--- config.mk ---
export PLATFORM = sky130hd
export DESIGN_NAME = adc_uart_frame_scheduler
export DESIGN_NICKNAME = d
export VERILOG_FILES = /design/src/rtl/adc_uart_frame_scheduler.sv
export SDC_FILE = /design/constraint.sdc
export NUM_CORES = 1
export LEC_CHECK = 0
export BUFFER_PORTS_ARGS = -buffer_cell sky130_fd_sc_hd__buf_2
export CAP_MARGIN = 20
export CORE_MARGIN = 2
export CORE_UTILIZATION = 58
export CTS_BUF_LIST = sky130_fd_sc_hd__clkbuf_4 sky130_fd_sc_hd__clkbuf_8
export DETAILED_ROUTE_END_ITERATION = 12
export GPL_ROUTABILITY_DRIVEN = 1
export PLACE_DENSITY = 0.83
export REMOVE_ABC_BUFFERS = 1
export SETUP_SLACK_MARGIN = 0.2
export SLEW_MARGIN = 25
export SYNTH_ARGS = -nofsm -noshare
export SYNTH_HDL_FRONTEND = slang
export SYNTH_SLANG_ARGS = --single-unit
--- constraint.sdc ---
create_clock -name clk -period 4.01 [get_ports clk]
set_clock_uncertainty 0.1 [all_clocks]
set_input_delay 0.2005 -clock clk [delete_from_list [all_inputs] [get_ports clk]]
set_output_delay 0.2005 -clock clk [all_outputs]
set_load 0.01 [all_outputs]
--- src/rtl/adc_uart_frame_scheduler.sv ---
// ---------------------------------------------------------------------------
// adc_uart_frame_scheduler
// Command-driven sequencer that owns the shared UART transmitter. A host
// command byte from the UART receiver selects one ADC channel ('1'..'4') or
// all four ('A'). On accept, all four 10-bit samples are snapshotted. Each
// selected channel is sent as a 3-byte frame: tag 'A'+ch, {6'b0,s[9:8]},
// s[7:0]. Each byte goes out through a tx_en/tx_ready handshake.
//
// Ports
//   clk          system clock, rising edge
//   reset_b      synchronous active-low reset
//   rx_data      last received byte
//   rx_ready     receiver data-ready level; its 0->1 edge is a command
//   adc_ch1..4   latest 10-bit sample per channel
//   tx_ready     UART TX idle (high = ready to accept a byte)
//   tx_data      byte offered to the TX (0 while idle)
//   tx_en        TX start strobe, level while offering
//   tx_write_en  TX data write enable, same timing as tx_en
//   busy         high from command accept until the last byte completes
//   cmd_drop     1-cycle pulse: command ignored (busy or unknown code)
//   tx_timeout   1-cycle pulse: TX never accepted a byte, command aborted
//   frames_sent  completed frame counter, wraps silently
// ---------------------------------------------------------------------------
module adc_uart_frame_scheduler #(
   parameter int ACK_TIMEOUT = 4096,
   parameter int CNT_W       = 16
) (
   input  logic             clk,
   input  logic             reset_b,
   input  logic [7:0]       rx_data,
   input  logic             rx_ready,
   input  logic [9:0]       adc_ch1,
   input  logic [9:0]       adc_ch2,
   input  logic [9:0]       adc_ch3,
   input  logic [9:0]       adc_ch4,
   input  logic             tx_ready,
   output logic [7:0]       tx_data,
   output logic             tx_en,
   output logic             tx_write_en,
   output logic             busy,
   output logic             cmd_drop,
   output logic             tx_timeout,
   output logic [CNT_W-1:0] frames_sent
);

   localparam int TO_W = $clog2(ACK_TIMEOUT + 1);

   typedef enum logic [2:0] {
      S_IDLE      = 3'd0,
      S_LOAD      = 3'd1,
      S_OFFER     = 3'd2,
      S_WAIT_ACK  = 3'd3,
      S_WAIT_DONE = 3'd4
   } state_t;

   state_t            state_r, state_s;
   logic              rx_prev_r;
   logic [9:0]        snap_r [0:3];
   logic [1:0]        ch_r, ch_s;
   logic [1:0]        last_ch_r, last_ch_s;
   logic [1:0]        byte_idx_r, byte_idx_s;
   logic [TO_W-1:0]   to_cnt_r, to_cnt_s;
   logic [7:0]        tx_data_r, tx_data_s;
   logic              strobe_r, strobe_s;
   logic              busy_r, busy_s;
   logic              cmd_drop_r, cmd_drop_s;
   logic              tx_timeout_r, tx_timeout_s;
   logic [CNT_W-1:0]  frames_r, frames_s;

   logic              rx_edge_s;
   logic              cmd_valid_s;
   logic [1:0]        cmd_first_s, cmd_last_s;
   logic              finish_s;
   logic              accept_s;
   logic [9:0]        sel_sample_s;
   logic [7:0]        byte_s;

   // Command decode: single channel n -> range n..n, 'A' -> range 1..4
   always_comb begin
      cmd_valid_s = 1'b0;
      cmd_first_s = 2'd0;
      cmd_last_s  = 2'd0;
      case (rx_data)
         8'h31, 8'h32, 8'h33, 8'h34: begin
            cmd_valid_s = 1'b1;
            cmd_first_s = rx_data[1:0] - 2'd1;
            cmd_last_s  = rx_data[1:0] - 2'd1;
         end
         8'h41: begin
            cmd_valid_s = 1'b1;
            cmd_first_s = 2'd0;
            cmd_last_s  = 2'd3;
         end
         default: begin
            cmd_valid_s = 1'b0;
         end
      endcase
   end

   // Byte selector for the current channel / byte index from the snapshot
   always_comb begin
      sel_sample_s = snap_r[ch_r];
      case (byte_idx_r)
         2'd0:    byte_s = 8'h41 + {6'd0, ch_r};
         2'd1:    byte_s = {6'd0, sel_sample_s[9:8]};
         2'd2:    byte_s = sel_sample_s[7:0];
         default: byte_s = 8'h00;
      endcase
   end

   assign rx_edge_s = rx_ready & ~rx_prev_r;
   // Last byte of last frame completing this cycle: busy is about to fall,
   // so a new command arriving now is taken rather than dropped.
   assign finish_s  = (state_r == S_WAIT_DONE) && tx_ready &&
                      (byte_idx_r == 2'd2) && (ch_r == last_ch_r);
   assign accept_s  = rx_edge_s && cmd_valid_s &&
                      ((state_r == S_IDLE) || finish_s);

   // Next-state and next-output logic
   always_comb begin
      state_s      = state_r;
      ch_s         = ch_r;
      last_ch_s    = last_ch_r;
      byte_idx_s   = byte_idx_r;
      to_cnt_s     = to_cnt_r;
      tx_data_s    = tx_data_r;
      strobe_s     = strobe_r;
      busy_s       = busy_r;
      cmd_drop_s   = rx_edge_s && !accept_s;
      tx_timeout_s = 1'b0;
      frames_s     = frames_r;
      case (state_r)
         S_IDLE: begin
            if (accept_s) begin
               state_s    = S_LOAD;
               ch_s       = cmd_first_s;
               last_ch_s  = cmd_last_s;
               byte_idx_s = 2'd0;
               busy_s     = 1'b1;
            end else begin
               tx_data_s  = 8'h00;
               strobe_s   = 1'b0;
               busy_s     = 1'b0;
            end
         end
         S_LOAD: begin
            if (tx_ready) begin
               state_s   = S_OFFER;
               tx_data_s = byte_s;
               to_cnt_s  = {TO_W{1'b0}};
            end else begin
               state_s   = S_LOAD;
            end
         end
         S_OFFER: begin
            state_s  = S_WAIT_ACK;
            strobe_s = 1'b1;
            to_cnt_s = to_cnt_r + {{(TO_W-1){1'b0}}, 1'b1};
         end
         S_WAIT_ACK: begin
            if (!tx_ready) begin
               state_s  = S_WAIT_DONE;
               strobe_s = 1'b0;
            end else if (to_cnt_r == TO_W'(ACK_TIMEOUT - 1)) begin
               state_s      = S_IDLE;
               strobe_s     = 1'b0;
               tx_timeout_s = 1'b1;
               busy_s       = 1'b0;
               tx_data_s    = 8'h00;
            end else begin
               to_cnt_s = to_cnt_r + {{(TO_W-1){1'b0}}, 1'b1};
            end
         end
         S_WAIT_DONE: begin
            if (tx_ready) begin
               if (byte_idx_r == 2'd2) begin
                  frames_s = frames_r + {{(CNT_W-1){1'b0}}, 1'b1};
                  if (ch_r != last_ch_r) begin
                     state_s    = S_LOAD;
                     ch_s       = ch_r + 2'd1;
                     byte_idx_s = 2'd0;
                  end else if (accept_s) begin
                     state_s    = S_LOAD;
                     ch_s       = cmd_first_s;
                     last_ch_s  = cmd_last_s;
                     byte_idx_s = 2'd0;
                  end else begin
                     state_s    = S_IDLE;
                     busy_s     = 1'b0;
                     tx_data_s  = 8'h00;
                  end
               end else begin
                  state_s    = S_LOAD;
                  byte_idx_s = byte_idx_r + 2'd1;
               end
            end else begin
               state_s = S_WAIT_DONE;
            end
         end
         default: begin
            state_s  = S_IDLE;
            strobe_s = 1'b0;
            busy_s   = 1'b0;
         end
      endcase
   end

   // State, snapshot and registered outputs
   always_ff @(posedge clk) begin
      if (!reset_b) begin
         state_r      <= S_IDLE;
         rx_prev_r    <= 1'b0;
         for (int i = 0; i < 4; i++) begin
            snap_r[i] <= 10'd0;
         end
         ch_r         <= 2'd0;
         last_ch_r    <= 2'd0;
         byte_idx_r   <= 2'd0;
         to_cnt_r     <= {TO_W{1'b0}};
         tx_data_r    <= 8'h00;
         strobe_r     <= 1'b0;
         busy_r       <= 1'b0;
         cmd_drop_r   <= 1'b0;
         tx_timeout_r <= 1'b0;
         frames_r     <= {CNT_W{1'b0}};
      end else begin
         state_r      <= state_s;
         rx_prev_r    <= rx_ready;
         if (accept_s) begin
            snap_r[0] <= adc_ch1;
            snap_r[1] <= adc_ch2;
            snap_r[2] <= adc_ch3;
            snap_r[3] <= adc_ch4;
         end
         ch_r         <= ch_s;
         last_ch_r    <= last_ch_s;
         byte_idx_r   <= byte_idx_s;
         to_cnt_r     <= to_cnt_s;
         tx_data_r    <= tx_data_s;
         strobe_r     <= strobe_s;
         busy_r       <= busy_s;
         cmd_drop_r   <= cmd_drop_s;
         tx_timeout_r <= tx_timeout_s;
         frames_r     <= frames_s;
      end
   end

   assign tx_data     = tx_data_r;
   assign tx_en       = strobe_r;
   assign tx_write_en = strobe_r;
   assign busy        = busy_r;
   assign cmd_drop    = cmd_drop_r;
   assign tx_timeout  = tx_timeout_r;
   assign frames_sent = frames_r;

endmodule

==> impl_results.md, run 1 <==
* Status: finished clean
* Worst Hold Launch: adc_ch1[7]
* CP max FO at 41
* DIE HEIGHT at 91.6 µm
* CP max stage cell: dfxtp_1
* Mapped cell area at 0.00445 mm²
* Ratio of cells with drive above 1 in the final layout at 22.4%
* Reg clk slew, reported paths at 0.11 ns
* Distinct cells, synth at 52
* Syn avg cell area at 10.3 µm²
* # rows at 31
* HP Class: in -> reg
* Routed via count at 3481
* Yosys warning total at 0
* Largest net degree at the start of global routing at 42
* FMAX at 374 MHz
* Worst Path Required at 3.92 ns
* Die width at 91.6 µm
* Filler instances at 537
* DR iter-0 viols at 233
* Antenna violations before repair at 0
* CP top delay family: simple AND/OR/NAND/NOR gates
* Leakage Power at 2.22 nW
* Crit path launch type: register
* Max incr delay on CP at 0.51 ns
* Total chip power at 1.74 mW
* # IOs at 81
* Post-CTS sizing at 0
* Unrepaired setup endpoints after global routing: no
* Final RePlAce weighted congestion at 0.893
* Layout area overhead at 15.3%
* TritonCTS clock tree: built
* Final Max Tran Viols at 0
* Post-DP HPWL at 6.36 mm
* Pre-antenna DRT Iters at 4
* Finish-stage setup viols at 0
* DR vias/cell at 5.73
* Most used DFF post-synth: dfxtp_1
* MaxCap Viol Count at 0
* Global Route Usage Sum at 22.6%
* Crit. Startpoint: byte_idx_r[1]$_SDFFE_PN0N_
* Postcts setup bufs at 0
* DR WL/cell at 14.9 µm
* Final setup TNS at 0 ns
* Yosys top cell area share at 27.0%
* CTS buffer count at 9
* Post-synth EDFFs at 40
* Vias in the first global route at 3329
* Die area at 0.00839 mm²
* Clock latency on the worst-skew pair at 0.38 ns
* Fin crit period at 2.67 ns
* Post-synth top area cell: edfxtp_1
* Starting Density at 60.7%
* Critical path class: reg -> reg
* CP Buf/Inv Count at 1
* Worst R2R Start: byte_idx_r[1]$_SDFFE_PN0N_
* Worst-margin pin slew at 0.840 ns
* Worst slew margin at 43.5%
* Final hold violations at 0
* Mapped Cells at 433
* Critical Path Sink Type: register
* Final ANT Viol Nets at 0
* Most common cell in the netlist: dfxtp_1
* Pwr/cell area at 339 mW/mm²
* CTS sink count at 93
* Grt total ovfl at 0
* Synthesized flop and latch total at 93
* Drt total wl at 9.09 mm
* Core ar. at 0.00733 mm²
* Leading post-synthesis cells by cell area: edfxtp_1, dfxtp_1, and3_1, mux4_2, nor2_1
* Register area share after synthesis at 50.8%
* CTS H-Tree Depth at 3
* Max clock buf depth at 2
* Count of hold-fix buffers inserted at cts at 1
* Maximum vdd drop at 0.214 mV
* N_diodes at 0
* Root Driver: clkbuf_8
* Critical Path AT at 2.59 ns
* Synth cell count leaders: dfxtp_1, and3_1, edfxtp_1
* Critical path cell sequence: and3b_1, or3b_1, a221o_1, nand2_1, buf_4
* I/O Buffers at 80
* Net count, final at 563
* Layout Utilization at 70.0%
* Final period utilization at 66.6%
* Detailed-route DRC error count at 0
* Synth async-reset ratio at 0%
* First-pass GRT wire length at 15.3 mm
==> cells in the final DEF (no fill, tap or decap), types with 11 or more instances in the layout <==
cell / n
buf_2: 80
dfxtp_1: 53
and3_1: 49
edfxtp_1: 40
nor2_1: 36
nand2_1: 33
o21ai_0: 18
a21oi_1: 18
nand3_1: 16
xor2_1: 14
inv_1: 13
nor3_1: 11
==> kinds of logic after synthesis <==
| logic type | share of synthesized area, % |
|---|---|
| simple gates | 22.6 |
| flops | 50.8 |
| compound gates | 9.05 |
| buf+inv | 3.48 |
| xor+xnor | 4.72 |
| mux | 7.33 |
| fa+ha+maj | 1.97 |
==> worst paths after layout <==
kind                                      to  slack [ns]  cells after the start
setup / recovery  snap_r[1][1]$_SDFFCE_PN0P_        1.34                      5
hold reg to reg      tx_data[3]$_SDFFE_PN0P_        0.37                      2
setup reg to reg  snap_r[1][1]$_SDFFCE_PN0P_        1.34                      5
hold / removal    snap_r[0][7]$_SDFFCE_PN0P_        0.03                      2
==> metrics by stage <==
stage               cells  cell area (µm²)  setup slack (ns)  hold slack (ns)
CTS                   608             5130              1.37           0.0123
global placement      591             4920              1.47            0.329
floorplan             407             4350              1.16            0.180
detailed placement    591             4920              1.38            0.340
global route          608             5130              1.23         0.000787
finish                608             5130              1.34           0.0256
==> sequential cells by signal (all words and copies together) (netlist names), 2 cells and up, named ones only <==
| register | count |
|---|---|
| snap_r | 40 |
| frames_sent | 16 |
| to_cnt_r | 13 |
| tx_data | 8 |
| state_r | 3 |
| byte_idx_r | 2 |
| ch_r | 2 |
| last_ch_r | 2 |
==> layout make-up <==
class	count	area [µm²]	area share (%)
sequential	93	2260	44.1
timing repair buffer	86	448	8.72
multi-input combinational	301	2050	39.9
tap	99	124	2.41
clock buffer	9	124	2.41
clock inverter	7	81.3	1.58
inverter	13	48.8	0.950
==> metal layers <==
layer	vias to the layer above	GRT usage, %	share of wire, %
li1	1726	-	-
met1	1652	28.5	44
met2	88	38.1	50
met3	15	6.00	4.3
met4	0	7.07	1.8
met5	-	0	0
==> power breakdown <==
group / leakage [nW] / switching [mW] / internal (mW) / total [mW]
Clock: 0.104 / 0.382 / 0.251 / 0.634
Sequential: 0.838 / 0.00791 / 1.00 / 1.01
Combinational: 1.28 / 0.0539 / 0.0412 / 0.0952
Total: 2.22 / 0.444 / 1.30 / 1.74
(Power assumes the default switching activity.)
==> inputs of run 2 (changes only) <==
==> constraint.sdc (replaced) <==
create_clock -name clk -period 2.7 [get_ports clk]
set_clock_uncertainty 0.1 [all_clocks]
set_input_delay 0.135 -clock clk [delete_from_list [all_inputs] [get_ports clk]]
set_output_delay 0.135 -clock clk [all_outputs]
set_load 0.01 [all_outputs]
==> run 2 against run 1 <==
Global-route usage is 4.6 points higher. Worst setup slack got worse by 1.1 ns. Wire length is 25% higher. Clock power increased by 42%. Register-to-register slack got worse by 1.1 ns. Final cell count grew 7.9%. Utilization rose by 6.7 points. Critical endpoint is now snap_r[2][9]$_SDFFCE_PN0P_.
==> impl_results.md, run 2 (same netlist as run 1, synthesis figures left out) <==
* Reg clk slew, reported paths at 0.10 ns
* Critical path class: reg -> reg
* Crit path launch type: register
* Final WS setup at 0.232 ns
* Global Route Usage Sum at 27.2%
* Detailed-route DRC error count at 0
* # rows at 31
* Max clock buf depth at 2
* Most frequent cells in the layout: buf_2, dfxtp_1, and3_1
* Leakage Power at 2.43 nW
* Clock latency on the worst-skew pair at 0.37 ns
* Ratio of cells with drive above 1 in the final layout at 23.0%
* DIE HEIGHT at 91.6 µm
* Critical Path AT at 2.47 ns
* Largest net degree at the start of global routing at 43
* Antenna violations before repair at 0
* Core ar. at 0.00733 mm²
* Filler instances at 466
* DR iter-0 viols at 208
* Place WS at 0.265 ns
* Unrepaired setup endpoints after global routing: no
* Die width at 91.6 µm
* Final period utilization at 91.4%
* Worst Path Required at 2.70 ns
* Non-filler cells, final at 656
* Critical path cell sequence: and3b_1, or3b_1, a221o_2, nand2_2, clkbuf_16
* Post-DP HPWL at 6.41 mm
* Pwr/cell area at 465 mW/mm²
* Drt total wl at 11.3 mm
* Met3 track demand over resource at 6.16%
* Root Driver: clkbuf_8
* Layout area overhead at 26.3%
* FMAX at 405 MHz
* DR vias/cell at 5.87
* CTS sink count at 93
* Net count, final at 611
* First-pass GRT wire length at 17.8 mm
* N_diodes at 0
* Finish-stage setup viols at 0
* Pre-antenna DRT Iters at 5
* HP Class: in -> reg
* Worst slew margin at 60.1%
* CP max FO at 20
* Worst-margin pin slew at 0.592 ns
* Final hold violations at 0
* Final RePlAce weighted congestion at 0.950
* CTS buffer count at 9
* I/O Buffers at 80
* Biggest register: snap_r
* Most common cell after layout, fill and taps aside: buf_2
* MaxCap Viol Count at 0
* Max reg flops at 40
* Max incr delay on CP at 0.51 ns
* Final ANT Viol Nets at 0
* DR WL/cell at 17.3 µm
* Starting Density at 60.7%
* # IOs at 81
* M1 GR Usage at 32.2%
* Met2 Use GR at 47.5%
* CTS H-Tree Depth at 3
* Final Max Tran Viols at 0
* Dpl cells at 599
* Die area at 0.00839 mm²
* Fin crit period at 2.47 ns
* Vias in the first global route at 3574
* Routed via count at 3853
* Grt total ovfl at 0
* Critical Path Sink Type: register
* Maximum vdd drop at 0.355 mV
* Status: finished clean
* CP max stage cell: a221o_2
* TritonCTS clock tree: built
* GR peak layer: met2
[run 2: critical path: cells and delay by family (launching register included)]
kind / cells / cell delay [ns]
AO/OA/AOI/OAI: 1 / 0.51
buffers and inverters: 1 / 0.22
flip-flops: 1 / 0.44
AND/OR/NAND/NOR: 3 / 0.92
[run 2: path summary, 6_finish.rpt]
kind / startpoint / slack, ns / depth (start not counted) / endpoint
hold / removal: adc_ch1[1] / 0.01 / 2 / snap_r[0][1]$_SDFFCE_PN0P_
setup / recovery: byte_idx_r[0]$_SDFFE_PN0N_ / 0.23 / 5 / snap_r[2][9]$_SDFFCE_PN0P_
hold reg to reg: tx_data[4]$_SDFFE_PN0P_ / 0.37 / 2 / tx_data[4]$_SDFFE_PN0P_
setup reg to reg: byte_idx_r[0]$_SDFFE_PN0N_ / 0.23 / 5 / snap_r[2][9]$_SDFFCE_PN0P_
[run 2: layout make-up]
cell class,instances,area (µm²),share of cell area [%]
tap,99,124,2.20
timing repair buffer,134,940,16.7
clock inverter,7,65.1,1.16
multi-input combinational,301,2060,36.6
sequential,93,2260,40.3
inverter,13,48.8,0.868
clock buffer,9,124,2.20
[run 2: what timing repair did]
item	4_1_cts	5_1_grt
setup endpoints to repair	0	83
hold buffers	40	0
resized for setup	0	6
buffers inserted	0	0
hold endpoints to repair	41	0
[run 2: per-layer routing]
metal	vias up	wire, µm	part of all wire [%]
met4	0	403	3.6
li1	1831	-	-
met3	31	745	6.6
met5	-	0	0
met1	1804	4240	37
met2	187	5930	52
[run 2: report_power, final]
part / leakage, nW / internal, mW / switching (mW)
clock network: 0.0943 / 0.357 / 0.546
registers: 0.839 / 1.49 / 0.0142
logic: 1.50 / 0.108 / 0.0995
total: 2.43 / 1.95 / 0.660
[run 2: through the flow]
step / power [mW] / area, µm² / util (%) / hold WS, ns / TNS [ns]
3_5_place_dp: 1.68 / 4990 / 68.1 / 0.277 / 0
5_1_grt: 2.70 / 5620 / 76.7 / 0.0210 / 0
2_1_floorplan: 1.60 / 4350 / - / 0.114 / -6.32
6_report: 2.61 / 5620 / 76.7 / 0.0137 / 0
4_1_cts: 2.60 / 5580 / 76.1 / 0.00871 / 0
3_3_place_gp: 1.67 / 4990 / 68.1 / 0.267 / 0
==> inputs of run 3 (changes only) <==
--- a/config.mk
+++ b/config.mk
@@ -13,6 +13,7 @@
 export DETAILED_ROUTE_END_ITERATION = 12
 export GPL_ROUTABILITY_DRIVEN = 1
 export PLACE_DENSITY = 0.83
+export RECOVER_POWER = 50
 export REMOVE_ABC_BUFFERS = 1
 export SETUP_SLACK_MARGIN = 0.2
 export SLEW_MARGIN = 25
==> run 3 against run 2 <==
Die area unchanged. Clock power about the same. Worst setup slack worse by 0.073 ns. Fmax is 2.9% lower. Via count decreased by 0.42%. Non-clock buffer count unchanged. Largest cell class unchanged. Highest routed layer unchanged.
==> impl_results.md, run 3 (same netlist as run 1, synthesis figures left out) <==
* Grt total ovfl at 0
* Worst-margin pin slew at 0.631 ns
* Max reg flops at 40
* Critical Path Sink Type: register
* Pwr/cell area at 470 mW/mm²
* Final WS setup at 0.159 ns
* Crit path launch type: register
* Place WS at 0.265 ns
* Die width at 91.6 µm
* Antenna violations before repair at 0
* # rows at 31
* Core ar. at 0.00733 mm²
* CTS H-Tree Depth at 3
* # IOs at 81
* Clock latency on the worst-skew pair at 0.37 ns
* TritonCTS clock tree: built
* Die area at 0.00839 mm²
* HP Class: in -> reg
* Largest net degree at the start of global routing at 43
* CP max FO at 20
* FMAX at 394 MHz
* Final ANT Viol Nets at 0
* Maximum vdd drop at 0.354 mV
* CTS sink count at 93
* Critical path class: reg -> reg
* Max clock buf depth at 2
* Worst Path Required at 2.70 ns
* DIE HEIGHT at 91.6 µm
* Final hold violations at 0
* DR vias/cell at 5.85
* Reg clk slew, reported paths at 0.10 ns
* Most common cell after layout, fill and taps aside: dfxtp_1
* Final period utilization at 94.1%
* M1 GR Usage at 32.2%
* Final instance area at 0.00555 mm²
* Ratio of cells with drive above 1 in the final layout at 16.2%
* Post-DP HPWL at 6.41 mm
* Leakage Power at 2.28 nW
* N_diodes at 0
* Critical Path AT at 2.54 ns
* Final setup TNS at 0 ns
* Final Max Tran Viols at 0
* Starting Density at 60.7%
* Final RePlAce weighted congestion at 0.950
* Fin crit period at 2.54 ns
* Unrepaired setup endpoints after global routing: no
* Pre-antenna DRT Iters at 5
* I/O Buffers at 80
* Net count, final at 611
* Detailed-route DRC error count at 0
* Worst slew margin at 57.5%
* Most frequent cells in the layout: dfxtp_1, buf_2, and3_1
* Met2 Use GR at 47.5%
* Root Driver: clkbuf_8
* First-pass GRT wire length at 17.8 mm
* Biggest register: snap_r
* Drt total wl at 11.3 mm
* CTS buffer count at 9
* Met3 track demand over resource at 6.16%
* Global Route Usage Sum at 27.2%
* Filler instances at 494
* Vias in the first global route at 3574
* Layout area overhead at 24.6%
* GR peak layer: met2
* Status: finished clean
* Post-DP Area at 0.00499 mm²
* Routed via count at 3837
* DR iter-0 viols at 278
* MaxCap Viol Count at 0
* Finish-stage setup viols at 0
* DR WL/cell at 17.3 µm
run 3: worst paths after layout:
check / start / end / slack [ns] / depth (start not counted)
worst max-delay path: byte_idx_r[0]$_SDFFE_PN0N_ / snap_r[2][9]$_SDFFCE_PN0P_ / 0.16 / 5
worst min-delay path: adc_ch1[1] / snap_r[0][1]$_SDFFCE_PN0P_ / 0.02 / 2
worst max register to register: byte_idx_r[0]$_SDFFE_PN0N_ / snap_r[2][9]$_SDFFCE_PN0P_ / 0.16 / 5
worst min register to register: tx_data[4]$_SDFFE_PN0P_ / tx_data[4]$_SDFFE_PN0P_ / 0.37 / 2
run 3: layer usage:
layer	vias up	share of wire [%]
met4	0	3.5
met1	1805	38
li1	1829	-
met5	-	0
met3	30	6.4
met2	173	52
run 3: cell type report:
class	instances	area (µm²)	area share, %
sequential	93	2260	40.8
multi-input combinational	301	2040	36.7
timing repair buffer	134	887	16.0
clock buffer	9	124	2.23
tap	99	124	2.23
clock inverter	7	65.1	1.17
inverter	13	48.8	0.880
run 3: through the flow:
stage	total power, mW	hold WS [ns]	util, %	cells
after floorplan	1.60	0.114	-	407
after global placement	1.67	0.267	68.1	599
after detailed placement	1.68	0.277	68.1	599
after CTS	2.60	0.00871	76.1	655
after global routing	2.70	0.0210	75.7	656
final	2.61	0.0150	75.7	656
run 3: worst max-delay path: stages (launching register included):
cell and delay (ns):
dfxtp_1 0.44, and3b_1 0.30, or3b_1 0.43, a221o_1 0.50, nand2_1 0.25, clkbuf_16 0.25
run 3: repair_timing:
action / 4_1_cts / 5_1_grt
hold buffers: 40 / 0
buffers inserted: 0 / 0
hold endpoints to repair: 41 / 0
resized for setup: 0 / 6
setup endpoints to repair: 0 / 83
run 3: power by group:
part | leakage, nW | internal (mW) | switching [mW]
Clock | 0.0943 | 0.357 | 0.545
Sequential | 0.839 | 1.49 | 0.0142
Combinational | 1.35 | 0.105 | 0.0987
